$ cat src/rtl/fir_pkg.sv
// fir_pkg: shared register offsets, AXI response codes and feeder types
package fir_pkg;
  localparam logic [31:0] FIR_REG_SAMPLE = 32'h0;
  localparam logic [31:0] FIR_REG_CONFIG = 32'h4;
  localparam logic [1:0] AXI_RESP_OKAY = 2'b00;
  localparam logic [1:0] AXI_RESP_EXOKAY = 2'b01;
  localparam logic [1:0] AXI_RESP_SLVERR = 2'b10;
  localparam logic [1:0] AXI_RESP_DECERR = 2'b11;
  typedef enum logic [1:0] {IDLE, WRITE, RESP} feeder_state_t;
  typedef struct packed {
    logic        cfg;
    logic [31:0] data;
  } fifo_entry_t;
endpackage

$ cat src/rtl/fir_feeder_fifo.sv
// fir_feeder_fifo: synchronous FIFO with registered occupancy and full/empty flags
module fir_feeder_fifo #(
  parameter int W = 33,
  parameter int DEPTH = 4
) (
  input  logic         clk,
  input  logic         rst_n,
  input  logic         push,
  input  logic [W-1:0] push_data,
  input  logic         pop,
  output logic [W-1:0] pop_data,
  output logic         full,
  output logic         empty
);
  localparam int AW = $clog2(DEPTH);
  localparam logic [AW:0] FULL_COUNT = (AW+1)'(DEPTH);
  logic [W-1:0] mem [DEPTH];
  logic [AW-1:0] wr_ptr, rd_ptr;
  logic [AW:0] count;
  logic do_push, do_pop;
  assign full = count == FULL_COUNT;
  assign empty = count == '0;
  assign do_push = push && !full;
  assign do_pop = pop && !empty;
  assign pop_data = mem[rd_ptr];
  // storage array needs no reset; only occupied slots are ever read
  always_ff @(posedge clk)
    if (do_push) mem[wr_ptr] <= push_data;
  // pointers wrap naturally because DEPTH is a power of two
  always_ff @(posedge clk or negedge rst_n)
    if (!rst_n) begin
      wr_ptr <= '0;
      rd_ptr <= '0;
      count <= '0;
    end else begin
      if (do_push) wr_ptr <= wr_ptr + 1'b1;
      if (do_pop) rd_ptr <= rd_ptr + 1'b1;
      count <= count + {{AW{1'b0}}, do_push} - {{AW{1'b0}}, do_pop};
    end
endmodule

$ cat src/rtl/fir_axil_feeder.sv
// fir_axil_feeder: turns stream words into single AXI4-Lite writes to the FIR register block
module fir_axil_feeder
  import fir_pkg::*;
#(
  parameter int C_M00_AXI_ADDR_WIDTH = 32,
  parameter int C_M00_AXI_DATA_WIDTH = 32,
  parameter logic [C_M00_AXI_ADDR_WIDTH-1:0] C_BASE_ADDR = '0,
  parameter int C_FIFO_DEPTH = 4
) (
  input  logic                              m00_axi_aclk,
  input  logic                              m00_axi_aresetn,
  input  logic [C_M00_AXI_DATA_WIDTH-1:0]   s_axis_tdata,
  input  logic                              s_axis_tuser,
  input  logic                              s_axis_tvalid,
  output logic                              s_axis_tready,
  output logic [C_M00_AXI_ADDR_WIDTH-1:0]   m00_axi_awaddr,
  output logic [2:0]                        m00_axi_awprot,
  output logic                              m00_axi_awvalid,
  input  logic                              m00_axi_awready,
  output logic [C_M00_AXI_DATA_WIDTH-1:0]   m00_axi_wdata,
  output logic [C_M00_AXI_DATA_WIDTH/8-1:0] m00_axi_wstrb,
  output logic                              m00_axi_wvalid,
  input  logic                              m00_axi_wready,
  input  logic [1:0]                        m00_axi_bresp,
  input  logic                              m00_axi_bvalid,
  output logic                              m00_axi_bready,
  output logic                              busy,
  output logic                              err_flag,
  input  logic                              err_clear,
  output logic [15:0]                       wr_count
);
  feeder_state_t state;
  fifo_entry_t head, tail;
  logic full, empty, ready_en, pop, aw_done, w_done, aw_hs, w_hs, b_hs;
  assign tail = {s_axis_tuser, 32'(s_axis_tdata)};
  assign s_axis_tready = ready_en && !full;
  assign pop = state == IDLE && !empty;
  assign aw_hs = m00_axi_awvalid && m00_axi_awready;
  assign w_hs = m00_axi_wvalid && m00_axi_wready;
  assign b_hs = m00_axi_bvalid && m00_axi_bready;
  assign busy = state != IDLE || !empty;
  assign m00_axi_awprot = 3'b000;
  fir_feeder_fifo #(.W($bits(fifo_entry_t)), .DEPTH(C_FIFO_DEPTH)) u_fifo (
    .clk(m00_axi_aclk),
    .rst_n(m00_axi_aresetn),
    .push(s_axis_tvalid && s_axis_tready),
    .push_data(tail),
    .pop(pop),
    .pop_data(head),
    .full(full),
    .empty(empty)
  );
  // keeps tready low while reset is held and for the first edge after release
  always_ff @(posedge m00_axi_aclk or negedge m00_axi_aresetn)
    if (!m00_axi_aresetn) ready_en <= 1'b0;
    else ready_en <= 1'b1;
  // an error response in the same cycle as a clear keeps the flag set
  always_ff @(posedge m00_axi_aclk or negedge m00_axi_aresetn)
    if (!m00_axi_aresetn) err_flag <= 1'b0;
    else err_flag <= (b_hs && m00_axi_bresp != AXI_RESP_OKAY) ? 1'b1 : err_clear ? 1'b0 : err_flag;
  // write sequencer: pop, present AW and W independently, then wait for B
  always_ff @(posedge m00_axi_aclk or negedge m00_axi_aresetn)
    if (!m00_axi_aresetn) begin
      state <= IDLE;
      m00_axi_awaddr <= '0;
      m00_axi_awvalid <= 1'b0;
      m00_axi_wdata <= '0;
      m00_axi_wstrb <= '0;
      m00_axi_wvalid <= 1'b0;
      m00_axi_bready <= 1'b0;
      aw_done <= 1'b0;
      w_done <= 1'b0;
      wr_count <= '0;
    end else begin
      case (state)
        IDLE: if (!empty) begin
          m00_axi_awaddr <= C_BASE_ADDR + (head.cfg ? C_M00_AXI_ADDR_WIDTH'(FIR_REG_CONFIG)
                                                    : C_M00_AXI_ADDR_WIDTH'(FIR_REG_SAMPLE));
          m00_axi_wdata <= C_M00_AXI_DATA_WIDTH'(head.data);
          m00_axi_wstrb <= '1;
          m00_axi_awvalid <= 1'b1;
          m00_axi_wvalid <= 1'b1;
          aw_done <= 1'b0;
          w_done <= 1'b0;
          state <= WRITE;
        end
        WRITE: begin
          if (aw_hs) m00_axi_awvalid <= 1'b0;
          if (w_hs) begin
            m00_axi_wvalid <= 1'b0;
            m00_axi_wstrb <= '0;
          end
          aw_done <= aw_done || aw_hs;
          w_done <= w_done || w_hs;
          if ((aw_done || aw_hs) && (w_done || w_hs)) begin
            m00_axi_bready <= 1'b1;
            state <= RESP;
          end
        end
        RESP: if (b_hs) begin
          m00_axi_bready <= 1'b0;
          aw_done <= 1'b0;
          w_done <= 1'b0;
          wr_count <= wr_count == 16'hFFFF ? wr_count : wr_count + 16'd1;
          state <= IDLE;
        end
        default: state <= IDLE;
      endcase
    end
endmodule

$ cat config.mk
export PLATFORM = sky130hd
export DESIGN_NAME = fir_axil_feeder
export DESIGN_NICKNAME = d
export VERILOG_FILES = /design/src/rtl/fir_pkg.sv /design/src/rtl/fir_feeder_fifo.sv /design/src/rtl/fir_axil_feeder.sv
export SDC_FILE = /design/constraint.sdc
export NUM_CORES = 1
export LEC_CHECK = 0
export CAP_MARGIN = 15
export CORE_ASPECT_RATIO = 0.7
export CORE_MARGIN = 1
export CORE_UTILIZATION = 25
export DETAILED_ROUTE_END_ITERATION = 16
export SLEW_MARGIN = 15
export SYNTH_ARGS = -nofsm -noshare
export SYNTH_HDL_FRONTEND = slang
export SYNTH_SLANG_ARGS = --single-unit
$ cat constraint.sdc
create_clock -name m00_axi_aclk -period 3.6 [get_ports m00_axi_aclk]
set_clock_uncertainty 0.2 [all_clocks]
set_input_delay 0.36 -clock m00_axi_aclk [delete_from_list [all_inputs] [get_ports m00_axi_aclk]]
set_output_delay 0.36 -clock m00_axi_aclk [all_outputs]
set_load 0.02 [all_outputs]
==> results of run 1 <==
per-stage QoR:
step | instances | util
6_report | 972 | 0.317
5_1_grt | 972 | 0.317
2_1_floorplan | 465 | -
3_5_place_dp | 939 | 0.297
3_3_place_gp | 939 | 0.297
4_1_cts | 972 | 0.317
path summary, 6_finish.rpt:
check | from | endpoint | cells after the start
setup / recovery | u_fifo.count[1] | s_axis_tready | 3
hold / removal | wr_count[10] | wr_count[10] | 1
setup reg to reg | u_fifo.count[1] | u_fifo.count[2] | 10
hold reg to reg | wr_count[10] | wr_count[10] | 1
max in group asynchronous | m00_axi_aresetn | m00_axi_wdata[17] | 3
min in group asynchronous | m00_axi_aresetn | m00_axi_wdata[21] | 2
cells by family (layout without fill, tap and decap cells):
group / Yosys count / in the layout / share of synthesized area
multiplexers: 68 / 68 / 0.143
buffers and inverters: 62 / 149 / 0.0568
other: 2 / 35 / 0.000942
AND/OR/NAND/NOR: 56 / 56 / 0.0458
AO/OA/AOI/OAI: 19 / 19 / 0.0171
adder cells (fa/ha/maj): 8 / 8 / 0.0135
flip-flops: 197 / 197 / 0.701
XOR/XNOR: 20 / 20 / 0.0220
layout make-up:
class | count | share of cell area
inverter | 9 | 0.00341
sequential | 197 | 0.565
timing repair buffer | 108 | 0.108
multi-input combinational | 206 | 0.208
tap | 420 | 0.0531
clock inverter | 15 | 0.0195
clock buffer | 17 | 0.0429
cells in the final DEF, fill, tap and decap left out, types with 2 or more instances in the layout:
cell and count:
sky130_fd_sc_hd__a21oi_1 7, sky130_fd_sc_hd__a32o_1 2, sky130_fd_sc_hd__and2_1 3, sky130_fd_sc_hd__and3_2 4
sky130_fd_sc_hd__and4_1 2, sky130_fd_sc_hd__and4_4 2, sky130_fd_sc_hd__buf_4 7, sky130_fd_sc_hd__bufinv_16 2
sky130_fd_sc_hd__clkbuf_16 17, sky130_fd_sc_hd__clkdlybuf4s50_1 99, sky130_fd_sc_hd__clkinv_2 2, sky130_fd_sc_hd__clkinv_8 3
sky130_fd_sc_hd__conb_1 35, sky130_fd_sc_hd__dfrtp_1 63, sky130_fd_sc_hd__dfrtp_2 2, sky130_fd_sc_hd__edfxtp_1 132
sky130_fd_sc_hd__ha_1 7, sky130_fd_sc_hd__inv_1 8, sky130_fd_sc_hd__inv_6 4, sky130_fd_sc_hd__inv_8 2
sky130_fd_sc_hd__mux2_2 34, sky130_fd_sc_hd__mux4_2 33, sky130_fd_sc_hd__nand2_1 19, sky130_fd_sc_hd__nand3_1 4
sky130_fd_sc_hd__nor2_1 4, sky130_fd_sc_hd__nor3_2 5, sky130_fd_sc_hd__o21ai_0 6, sky130_fd_sc_hd__xnor2_1 5
sky130_fd_sc_hd__xor2_1 15
per-layer routing:
metal,part of all wire,track usage,routed length [µm]
met5,0.0010,0,16
met3,0.052,0.0337,834
met4,0.0096,0.0319,153
met2,0.45,0.157,7230
met1,0.49,0.147,7780
where the power goes:
group	switching (µW)	leakage [µW]	total, µW	internal (µW)
clock network	926	0.000301	1980	1060
registers	374	0.00199	3270	2900
logic	1110	0.00131	2410	1300
total	2420	0.00360	7670	5250
state kept, by name (all words and copies together) (netlist names):
| signal | cells |
|---|---|
| m00_axi_awaddr | 1 |
| state | 2 |
| err_flag | 1 |
| aw_done | 1 |
| m00_axi_wdata | 32 |
| m00_axi_wstrb | 1 |
| u_fifo.rd_ptr | 2 |
| m00_axi_bready | 1 |
| wr_count | 16 |
| u_fifo.mem | 132 |
| u_fifo.wr_ptr | 2 |
| ready_en | 1 |
| w_done | 1 |
| u_fifo.count | 3 |
| m00_axi_awvalid | 1 |
what timing repair did:
item	in CTS	in global routing
hold buffers	1	0
setup endpoints to repair	0	0
endpoints found under the hold margin	47	0
==> results.json, run 1 <==
{
  "status": "completed",
  "final_net_count": 589,
  "critPathBufInv": 1,
  "synth-seq-cells": 197,
  "design_power_total_uw": 7670,
  "area_delta_synth_final_pct": 24.2,
  "final_critical_path_time_including_i_o_delays_and_setup_ns": 2.52,
  "wirelength_um": 16000,
  "rows": 54,
  "largest_net_degree_at_the_start_of_global_routing": 49,
  "synth_most_common_cell": "sky130_fd_sc_hd__edfxtp_1",
  "setup_viol": 0,
  "place.gp.congestion": 0.686,
  "post_route_cells_drive_above_1_share": 0.234,
  "detail_route.wl_per_cell_um": 16.5,
  "final_max_slew_viol_count": 0,
  "layout.filler_cells": 3048,
  "clkSlewWorstSetupHoldPaths_ns": 0.08,
  "synth_sequential_area_ratio": 0.701,
  "yosysTopAreaCell": "sky130_fd_sc_hd__edfxtp_1",
  "timing.fmax_ghz": 0.396,
  "synthesis.instances": 432,
  "count_of_buffers_inserted_at_the_top_level_ports": 100,
  "die_height_um": 151,
  "drt-vias-per-instance": 4.01,
  "synth.yosys.warnings": 0,
  "cap_violations": 0,
  "globalRoute.totalOverflow": 0,
  "worst-slew-pin-transition_ns": 0.956,
  "holdWs_ns": 0.291,
  "postSynthAreaPerCell_um2": 18.5,
  "synth-main-ff-cell": "sky130_fd_sc_hd__edfxtp_1",
  "post_cts.resized_instances": 0,
  "p_leak_uw": 0.00360,
  "worst_skew_pair.late_latency_ns": 0.45,
  "final.setup.worst_slack_ns": 1.08,
  "critical_path_arrival_ns": 1.96,
  "worst_path_largest_cell_delay_ns": 0.69,
  "design.die.area_mm2": 0.0326,
  "die_w_um": 215,
  "worst-path-max-fanout": 6,
  "placed_cell_area_mm2": 0.00928,
  "setup.worst_path.class": "flip-flop to output pin",
  "unrepaired_setup_endpoints_after_global_routing": "no",
  "htreeDepth": 4,
  "ctsRootBufferMaster": "sky130_fd_sc_hd__clkbuf_16",
  "startpoint_type": "flip-flop",
  "floorplan.core_area_mm2": 0.0313,
  "drt-pass1-iter-count": 4,
  "clock_path_buffers": 2,
  "irDropWorstVdd_v": 0.000322,
  "relSlewSlack": 0.363,
  "synthDominantCellAreaShare": 0.497,
  "antenna_found_initial": 1,
  "multiInputGateArea_mm2": 0.00206,
  "worst_slack_at_placement_ns": 1.16,
  "grt_util_all_layers": 0.106,
  "synth_area_mm2": 0.00798,
  "cts_made_buffers": 17,
  "critical-path-slowest-cell": "sky130_fd_sc_hd__clkdlybuf4s50_1",
  "vias": 3897,
  "min_path_type": "flip-flop to flip-flop",
  "worstSetupEndpointType": "output pin",
  "place_hpwl_um": 10500,
  "diodes": 0,
  "final_area_mm2": 0.00991,
  "first_global_vias": 4034,
  "worstPathCellList": "nor2_1, a21boi_1, clkdlybuf4s50_1",
  "ios": 135,
  "initial_detailed_routing_violation_count": 137,
  "synth-edff-count": 132,
  "route.detailed.drc": 0,
  "post-cts-setup-buffers": 0,
  "ff2ff_setup_slack_ns": 1.17,
  "initial_utilization": 0.255,
  "async_flop_share": 0.330,
  "post_synth_main_area_contributors": "sky130_fd_sc_hd__edfxtp_1, sky130_fd_sc_hd__dfrtp_1, sky130_fd_sc_hd__mux4_2",
  "yosys-top-cells-count": "sky130_fd_sc_hd__edfxtp_1, sky130_fd_sc_hd__dfrtp_1, sky130_fd_sc_hd__buf_4",
  "tritoncts": "built",
  "timing.critical_path.max_delay_family": "buffers and inverters",
  "finalSetupTns_ns": 0,
  "report.final.hold_viol_count": 0,
  "yosysUniqueCellTypes": 43,
  "final_min_period_over_clock_period": 0.701,
  "cp.required_ns": 3.04,
  "layout.area.seq_mm2": 0.00559,
  "grt_pass1_wl_um": 25200,
  "numClockSinks": 197,
  "detail-route-antenna-nets": 0,
  "power.density_mw_per_mm2": 774
}
(Power assumes the default switching activity.)
==> inputs of run 2 (changes only) <==
==> constraint.sdc (replaced) <==
create_clock -name m00_axi_aclk -period 2.6 [get_ports m00_axi_aclk]
set_clock_uncertainty 0.2 [all_clocks]
set_input_delay 0.26 -clock m00_axi_aclk [delete_from_list [all_inputs] [get_ports m00_axi_aclk]]
set_output_delay 0.26 -clock m00_axi_aclk [all_outputs]
set_load 0.02 [all_outputs]
==> run 2 against run 1 <==
Register-to-register slack got worse by 0.91 ns. Global-route usage up 0.27 points. Die area unchanged. Sequential power is 32% higher. Sequential cell count unchanged. Hold slack got worse by 0.17 ns. Final area is 1.0% higher. Non-clock buffer count rose by 8. Critical path type unchanged.
==> results.json, run 2 (synthesis results as in run 1) <==
{
  "antenna_found_initial": 1,
  "irDropWorstVdd_v": 0.000497,
  "die_height_um": 151,
  "routedLengthMet1_um": 7810,
  "detail_route.wl_per_cell_um": 16.8,
  "place_hpwl_um": 10300,
  "grt_pass1_wl_um": 25600,
  "relSlewSlack": 0.607,
  "regToRegStartpoint": "u_fifo.count[1]",
  "count_of_buffers_inserted_at_the_top_level_ports": 100,
  "detail-route-antenna-nets": 0,
  "largest_net_degree_at_the_start_of_global_routing": 35,
  "place.gp.congestion": 0.687,
  "worstPathCellList": "nor2_1, a21boi_1, buf_4, clkdlybuf4s50_1",
  "finalSetupTns_ns": 0,
  "final_critical_path_time_including_i_o_delays_and_setup_ns": 2.36,
  "route.met2.wl_um": 7600,
  "cap_violations": 0,
  "critical_path_arrival_ns": 1.90,
  "numClockSinks": 197,
  "layout.cells.most_common": "sky130_fd_sc_hd__edfxtp_1",
  "final_net_count": 597,
  "timing.critical_path.max_delay_family": "buffers and inverters",
  "worst_setup_path_startpoint": "u_fifo.count[1]",
  "tritoncts": "built",
  "min_path_type": "primary input to async pin",
  "die_w_um": 215,
  "layout.filler_cells": 3060,
  "startpoint_type": "flip-flop",
  "max_reg_flops": 132,
  "route.detailed.drc": 0,
  "setup_viol": 0,
  "power.density_mw_per_mm2": 1060,
  "critPathBufInv": 2,
  "worst_skew_pair.late_latency_ns": 0.44,
  "initial_utilization": 0.255,
  "wirelength_um": 16500,
  "rows": 54,
  "multiInputGateArea_mm2": 0.00207,
  "ios": 135,
  "layout.area.seq_mm2": 0.00559,
  "report.final.hold_viol_count": 0,
  "placed_cell_area_mm2": 0.00940,
  "design_power_total_uw": 10600,
  "worst-slew-pin-transition_ns": 0.590,
  "top_regs": "u_fifo.mem x132, m00_axi_wdata x32, wr_count x16",
  "final_max_slew_viol_count": 0,
  "drt-pass1-iter-count": 4,
  "final_area_mm2": 0.0100,
  "layout.cells.most_common_list": "sky130_fd_sc_hd__edfxtp_1, sky130_fd_sc_hd__clkdlybuf4s50_1, sky130_fd_sc_hd__dfrtp_1, sky130_fd_sc_hd__conb_1, sky130_fd_sc_hd__mux2_2",
  "floorplan.core_area_mm2": 0.0313,
  "clock_path_buffers": 2,
  "globalRoute.totalOverflow": 0,
  "clkSlewWorstSetupHoldPaths_ns": 0.07,
  "design.die.area_mm2": 0.0326,
  "p_leak_uw": 0.00364,
  "cp.required_ns": 2.14,
  "ctsRootBufferMaster": "sky130_fd_sc_hd__clkbuf_16",
  "met3RoutedLength_um": 885,
  "timing.fmax_ghz": 0.423,
  "setup.worst_path.class": "flip-flop to output pin",
  "ff2ff_path_depth": 10,
  "grt_util_all_layers": 0.109,
  "cts_made_buffers": 17,
  "end_of_flow_core_utilization": 0.320,
  "critical-path-slowest-cell": "sky130_fd_sc_hd__clkdlybuf4s50_1",
  "route.top_layer_used": "met4",
  "initial_detailed_routing_violation_count": 183,
  "area_delta_synth_final_pct": 25.5,
  "unrepaired_setup_endpoints_after_global_routing": "no",
  "largest_register": "u_fifo.mem",
  "status": "completed",
  "post_route_cells_drive_above_1_share": 0.245,
  "vias": 3929,
  "final_min_period_over_clock_period": 0.908,
  "first_global_vias": 4133,
  "drt-vias-per-instance": 4.01,
  "worstSetupEndpointType": "output pin",
  "htreeDepth": 4,
  "depth_of_the_critical_timing_path_with_buffers_and_inverters_included": 4,
  "worst-path-max-fanout": 5,
  "worst_path_largest_cell_delay_ns": 0.60
}
-- run 2: cell count changes in the layout (fill, tap and decap cells not counted) --
cell and delta:
sky130_fd_sc_hd__buf_12 +5, sky130_fd_sc_hd__buf_4 +3, sky130_fd_sc_hd__inv_8 +3, sky130_fd_sc_hd__clkinv_2 -2, sky130_fd_sc_hd__clkinv_8 -2, sky130_fd_sc_hd__bufinv_16 -1, sky130_fd_sc_hd__clkbuf_1 +1, sky130_fd_sc_hd__clkinv_4 +1
sky130_fd_sc_hd__clkinvlp_4 +1, sky130_fd_sc_hd__diode_2 +1, sky130_fd_sc_hd__inv_6 -1, sky130_fd_sc_hd__nor3_1 -1, sky130_fd_sc_hd__nor3_2 +1
-- run 2: per-layer routing --
metal,global-route usage,vias to the layer above
li1,-,1789
met4,0.0309,0
met3,0.0434,10
met1,0.143,2038
met2,0.165,92
met5,0,-
-- run 2: timing repair --
| action | CTS | global route |
|---|---|---|
| setup buffers | 0 | 0 |
| endpoints found under the hold margin | 65 | 0 |
| setup endpoints to repair | 0 | 1 |
| resized for setup | 0 | 1 |
| hold buffers | 1 | 0 |
-- run 2: final timing paths --
kind	endpoint	slack [ns]
worst max-delay path	s_axis_tready	0.24
worst min register to register	wr_count[12]	0.29
max in group asynchronous	m00_axi_wdata[24]	1.50
min in group m00_axi_aclk	err_flag	0.17
worst min-delay path	m00_axi_wdata[5]	0.12
worst max register to register	u_fifo.count[2]	0.26
-- run 2: stage by stage --
stage,cells,worst slack (ns),hold WS [ns]
final,981,0.239,0.117
after global routing,980,0.0962,0.128
after CTS,980,0.178,0.0997
after detailed placement,947,0.190,0.0492
after global placement,947,0.234,0.0520
after floorplan,465,0.105,-0.236
-- run 2: cell type report --
class                   count  area share
repair buffers            116       0.120
multi-input cells         206       0.207
inverters                   9     0.00338
diodes                      1    0.000250
flip-flops and latches    197       0.559
well taps                 420      0.0525
clock inverters            14      0.0161
clock buffers              18      0.0429
-- run 2: power breakdown --
group | switching [µW] | internal (µW) | total (µW)
combinational | 1770 | 1870 | 3640
clock | 1290 | 1370 | 2660
sequential | 320 | 4010 | 4330
==> inputs of run 3 (changes only) <==
==> constraint.sdc (replaced) <==
create_clock -name m00_axi_aclk -period 2 [get_ports m00_axi_aclk]
set_clock_uncertainty 0.2 [all_clocks]
set_input_delay 0.2 -clock m00_axi_aclk [delete_from_list [all_inputs] [get_ports m00_axi_aclk]]
set_output_delay 0.2 -clock m00_axi_aclk [all_outputs]
set_load 0.02 [all_outputs]
==> run 3 against run 2 <==
The run now ends with setup timing left. Power rose by 32%. Combinational power rose by 36%. Clock power up 28%. Count of clock-buffer cells in the layout is 1 lower. Utilization is 0.78 points higher. Register-to-register slack got worse by 0.42 ns. Critical path type is now flip-flop to flip-flop. Sequential cell count stayed put.
==> results.json, run 3 (synthesis results as in run 1) <==
{
  "status": "finished, violations left",
  "failing_checks": "setup timing",
  "grt_util_all_layers": 0.104,
  "max_reg_flops": 132,
  "worst-path-max-fanout": 2,
  "place_hpwl_um": 10200,
  "power.density_mw_per_mm2": 1370,
  "holdWs_ns": 0.0545,
  "final_min_period_over_clock_period": 1.08,
  "timing.fmax_ghz": 0.464,
  "worst_skew_pair.late_latency_ns": 0.45,
  "initial_utilization": 0.255,
  "worst-slew-pin-transition_ns": 0.591,
  "route.detailed.drc": 0,
  "die_height_um": 151,
  "layout.filler_cells": 3023,
  "fraction_of_power_consumed_by_sequential_logic": 0.404,
  "layout.cells.most_common": "sky130_fd_sc_hd__edfxtp_1",
  "place.gp.congestion": 0.701,
  "floorplan.core_area_mm2": 0.0313,
  "setup_viol": 35,
  "design_power_total_uw": 14000,
  "area_delta_synth_final_pct": 28.5,
  "netSwitchingPower_uw": 4400,
  "report.final.hold_viol_count": 0,
  "final_max_slew_viol_count": 0,
  "detail_route.wl_per_cell_um": 15.8,
  "numClockSinks": 197,
  "globalRoute.totalOverflow": 0,
  "cp.required_ns": 2.13,
  "cap_violations": 0,
  "drt-vias-per-instance": 3.97,
  "end_of_flow_core_utilization": 0.328,
  "design.die.area_mm2": 0.0326,
  "critical_path_arrival_ns": 2.29,
  "comb_power_share": 0.354,
  "startpoint_type": "flip-flop",
  "tritoncts": "built",
  "die_w_um": 215,
  "sw_frac_of_total": 0.314,
  "use_met2": 0.151,
  "final_critical_path_time_including_i_o_delays_and_setup_ns": 2.16,
  "ios": 135,
  "final.setup.worst_slack_ns": -0.155,
  "cts_made_buffers": 17,
  "largest_register": "u_fifo.mem",
  "p_leak_uw": 0.00381,
  "detail-route-antenna-nets": 0,
  "top_regs": "u_fifo.mem x132, m00_axi_wdata x32, wr_count x16",
  "worstSetupEndpointType": "flip-flop",
  "grt_use_met3": 0.0392,
  "clock_path_buffers": 2,
  "wirelength_um": 15800,
  "count_of_buffers_inserted_at_the_top_level_ports": 100,
  "internal_portion_of_total_power_uw": 9610,
  "vias": 3974,
  "layout.cells.most_common_list": "sky130_fd_sc_hd__edfxtp_1, sky130_fd_sc_hd__clkdlybuf4s50_1, sky130_fd_sc_hd__dfrtp_1, sky130_fd_sc_hd__conb_1, sky130_fd_sc_hd__mux2_2",
  "clkPwrFrac": 0.243,
  "clkSlewWorstSetupHoldPaths_ns": 0.08,
  "grt_pass1_wl_um": 24600,
  "antenna_found_initial": 2,
  "post_route_cells_drive_above_1_share": 0.290,
  "irDropWorstVdd_v": 0.000618,
  "largest_net_degree_at_the_start_of_global_routing": 43,
  "drt-pass1-iter-count": 4,
  "rows": 54,
  "unrepaired_setup_endpoints_after_global_routing": "yes",
  "multiInputGateArea_mm2": 0.00211,
  "min_path_type": "primary input to async pin",
  "htreeDepth": 4,
  "ctsRootBufferMaster": "sky130_fd_sc_hd__clkbuf_16",
  "top_usage_layer": "met2",
  "gr-usage-met1": 0.140,
  "first_global_vias": 4131,
  "relSlewSlack": 0.606,
  "initial_detailed_routing_violation_count": 200,
  "layout.area.seq_mm2": 0.00559,
  "ff2ff_path_depth": 10,
  "setup.worst_path.class": "flip-flop to flip-flop",
  "final_net_count": 616
}
-- run 3: what timing repair did --
action / in CTS / in global routing
setup endpoints to repair: 44 / 46
pin swaps: 4 / 3
hold endpoints to repair: 65 / 0
hold buffers: 1 / 0
gates resized for setup: 8 / 12
setup buffers: 1 / 1
-- run 3: layout make-up --
type                       count  area share
sequential                   197       0.545
tap                          420      0.0513
clock inverter                15      0.0155
inverter                       9     0.00378
multi-input combinational    206       0.206
clock buffer                  17      0.0415
timing repair buffer         135       0.136
antenna                        1    0.000244
-- run 3: power by group through the flow --
stage / clock [µW] / combinational (µW) / sequential [µW]
after global routing: 3680 / 5400 / 5750
final: 3400 / 4960 / 5650
after floorplan: 0 / 2800 / 6140
after CTS: 3530 / 5090 / 5670
after global placement: 0 / 5040 / 5750
after detailed placement: 0 / 5110 / 5750
-- run 3: path summary, 6_finish.rpt --
kind / start / end / slack, ns
worst max-delay path: state[1] / u_fifo.count[2] / -0.16
worst min-delay path: m00_axi_aresetn / m00_axi_wdata[19] / 0.05
worst max register to register: state[1] / u_fifo.count[2] / -0.16
worst min register to register: wr_count[12] / wr_count[12] / 0.29
max in group asynchronous: m00_axi_aresetn / u_fifo.wr_ptr[0] / 0.95
min in group m00_axi_aclk: err_clear / err_flag / 0.13
-- run 3: through the flow --
stage / instances / setup WS (ns) / instance area, µm² / setup TNS, ns
after floorplan: 465 / -0.396 / 8160 / -0.705
after global placement: 964 / -0.182 / 9640 / -3.22
after detailed placement: 964 / -0.195 / 9640 / -3.84
after CTS: 998 / -0.186 / 10200 / -4.50
after global routing: 999 / -0.236 / 10300 / -5.64
final: 1000 / -0.155 / 10300 / -2.36
-- run 3: per-layer routing --
metal / up-vias / part of all wire
met5: - / 0.00089
met2: 96 / 0.44
met4: 2 / 0.013
li1: 1833 / -
met3: 16 / 0.059
met1: 2027 / 0.49
-- run 3: critical path: stages (launching register included) --
cell	delay [ns]
sky130_fd_sc_hd__dfrtp_1	0.40
sky130_fd_sc_hd__nor2_2	0.12
sky130_fd_sc_hd__or2b_4	0.29
sky130_fd_sc_hd__clkinv_4	0.05
sky130_fd_sc_hd__ha_4	0.18
sky130_fd_sc_hd__inv_2	0.05
sky130_fd_sc_hd__ha_4	0.11
sky130_fd_sc_hd__inv_2	0.03
sky130_fd_sc_hd__fa_2	0.35
sky130_fd_sc_hd__xnor2_2	0.14
sky130_fd_sc_hd__xnor2_1	0.12
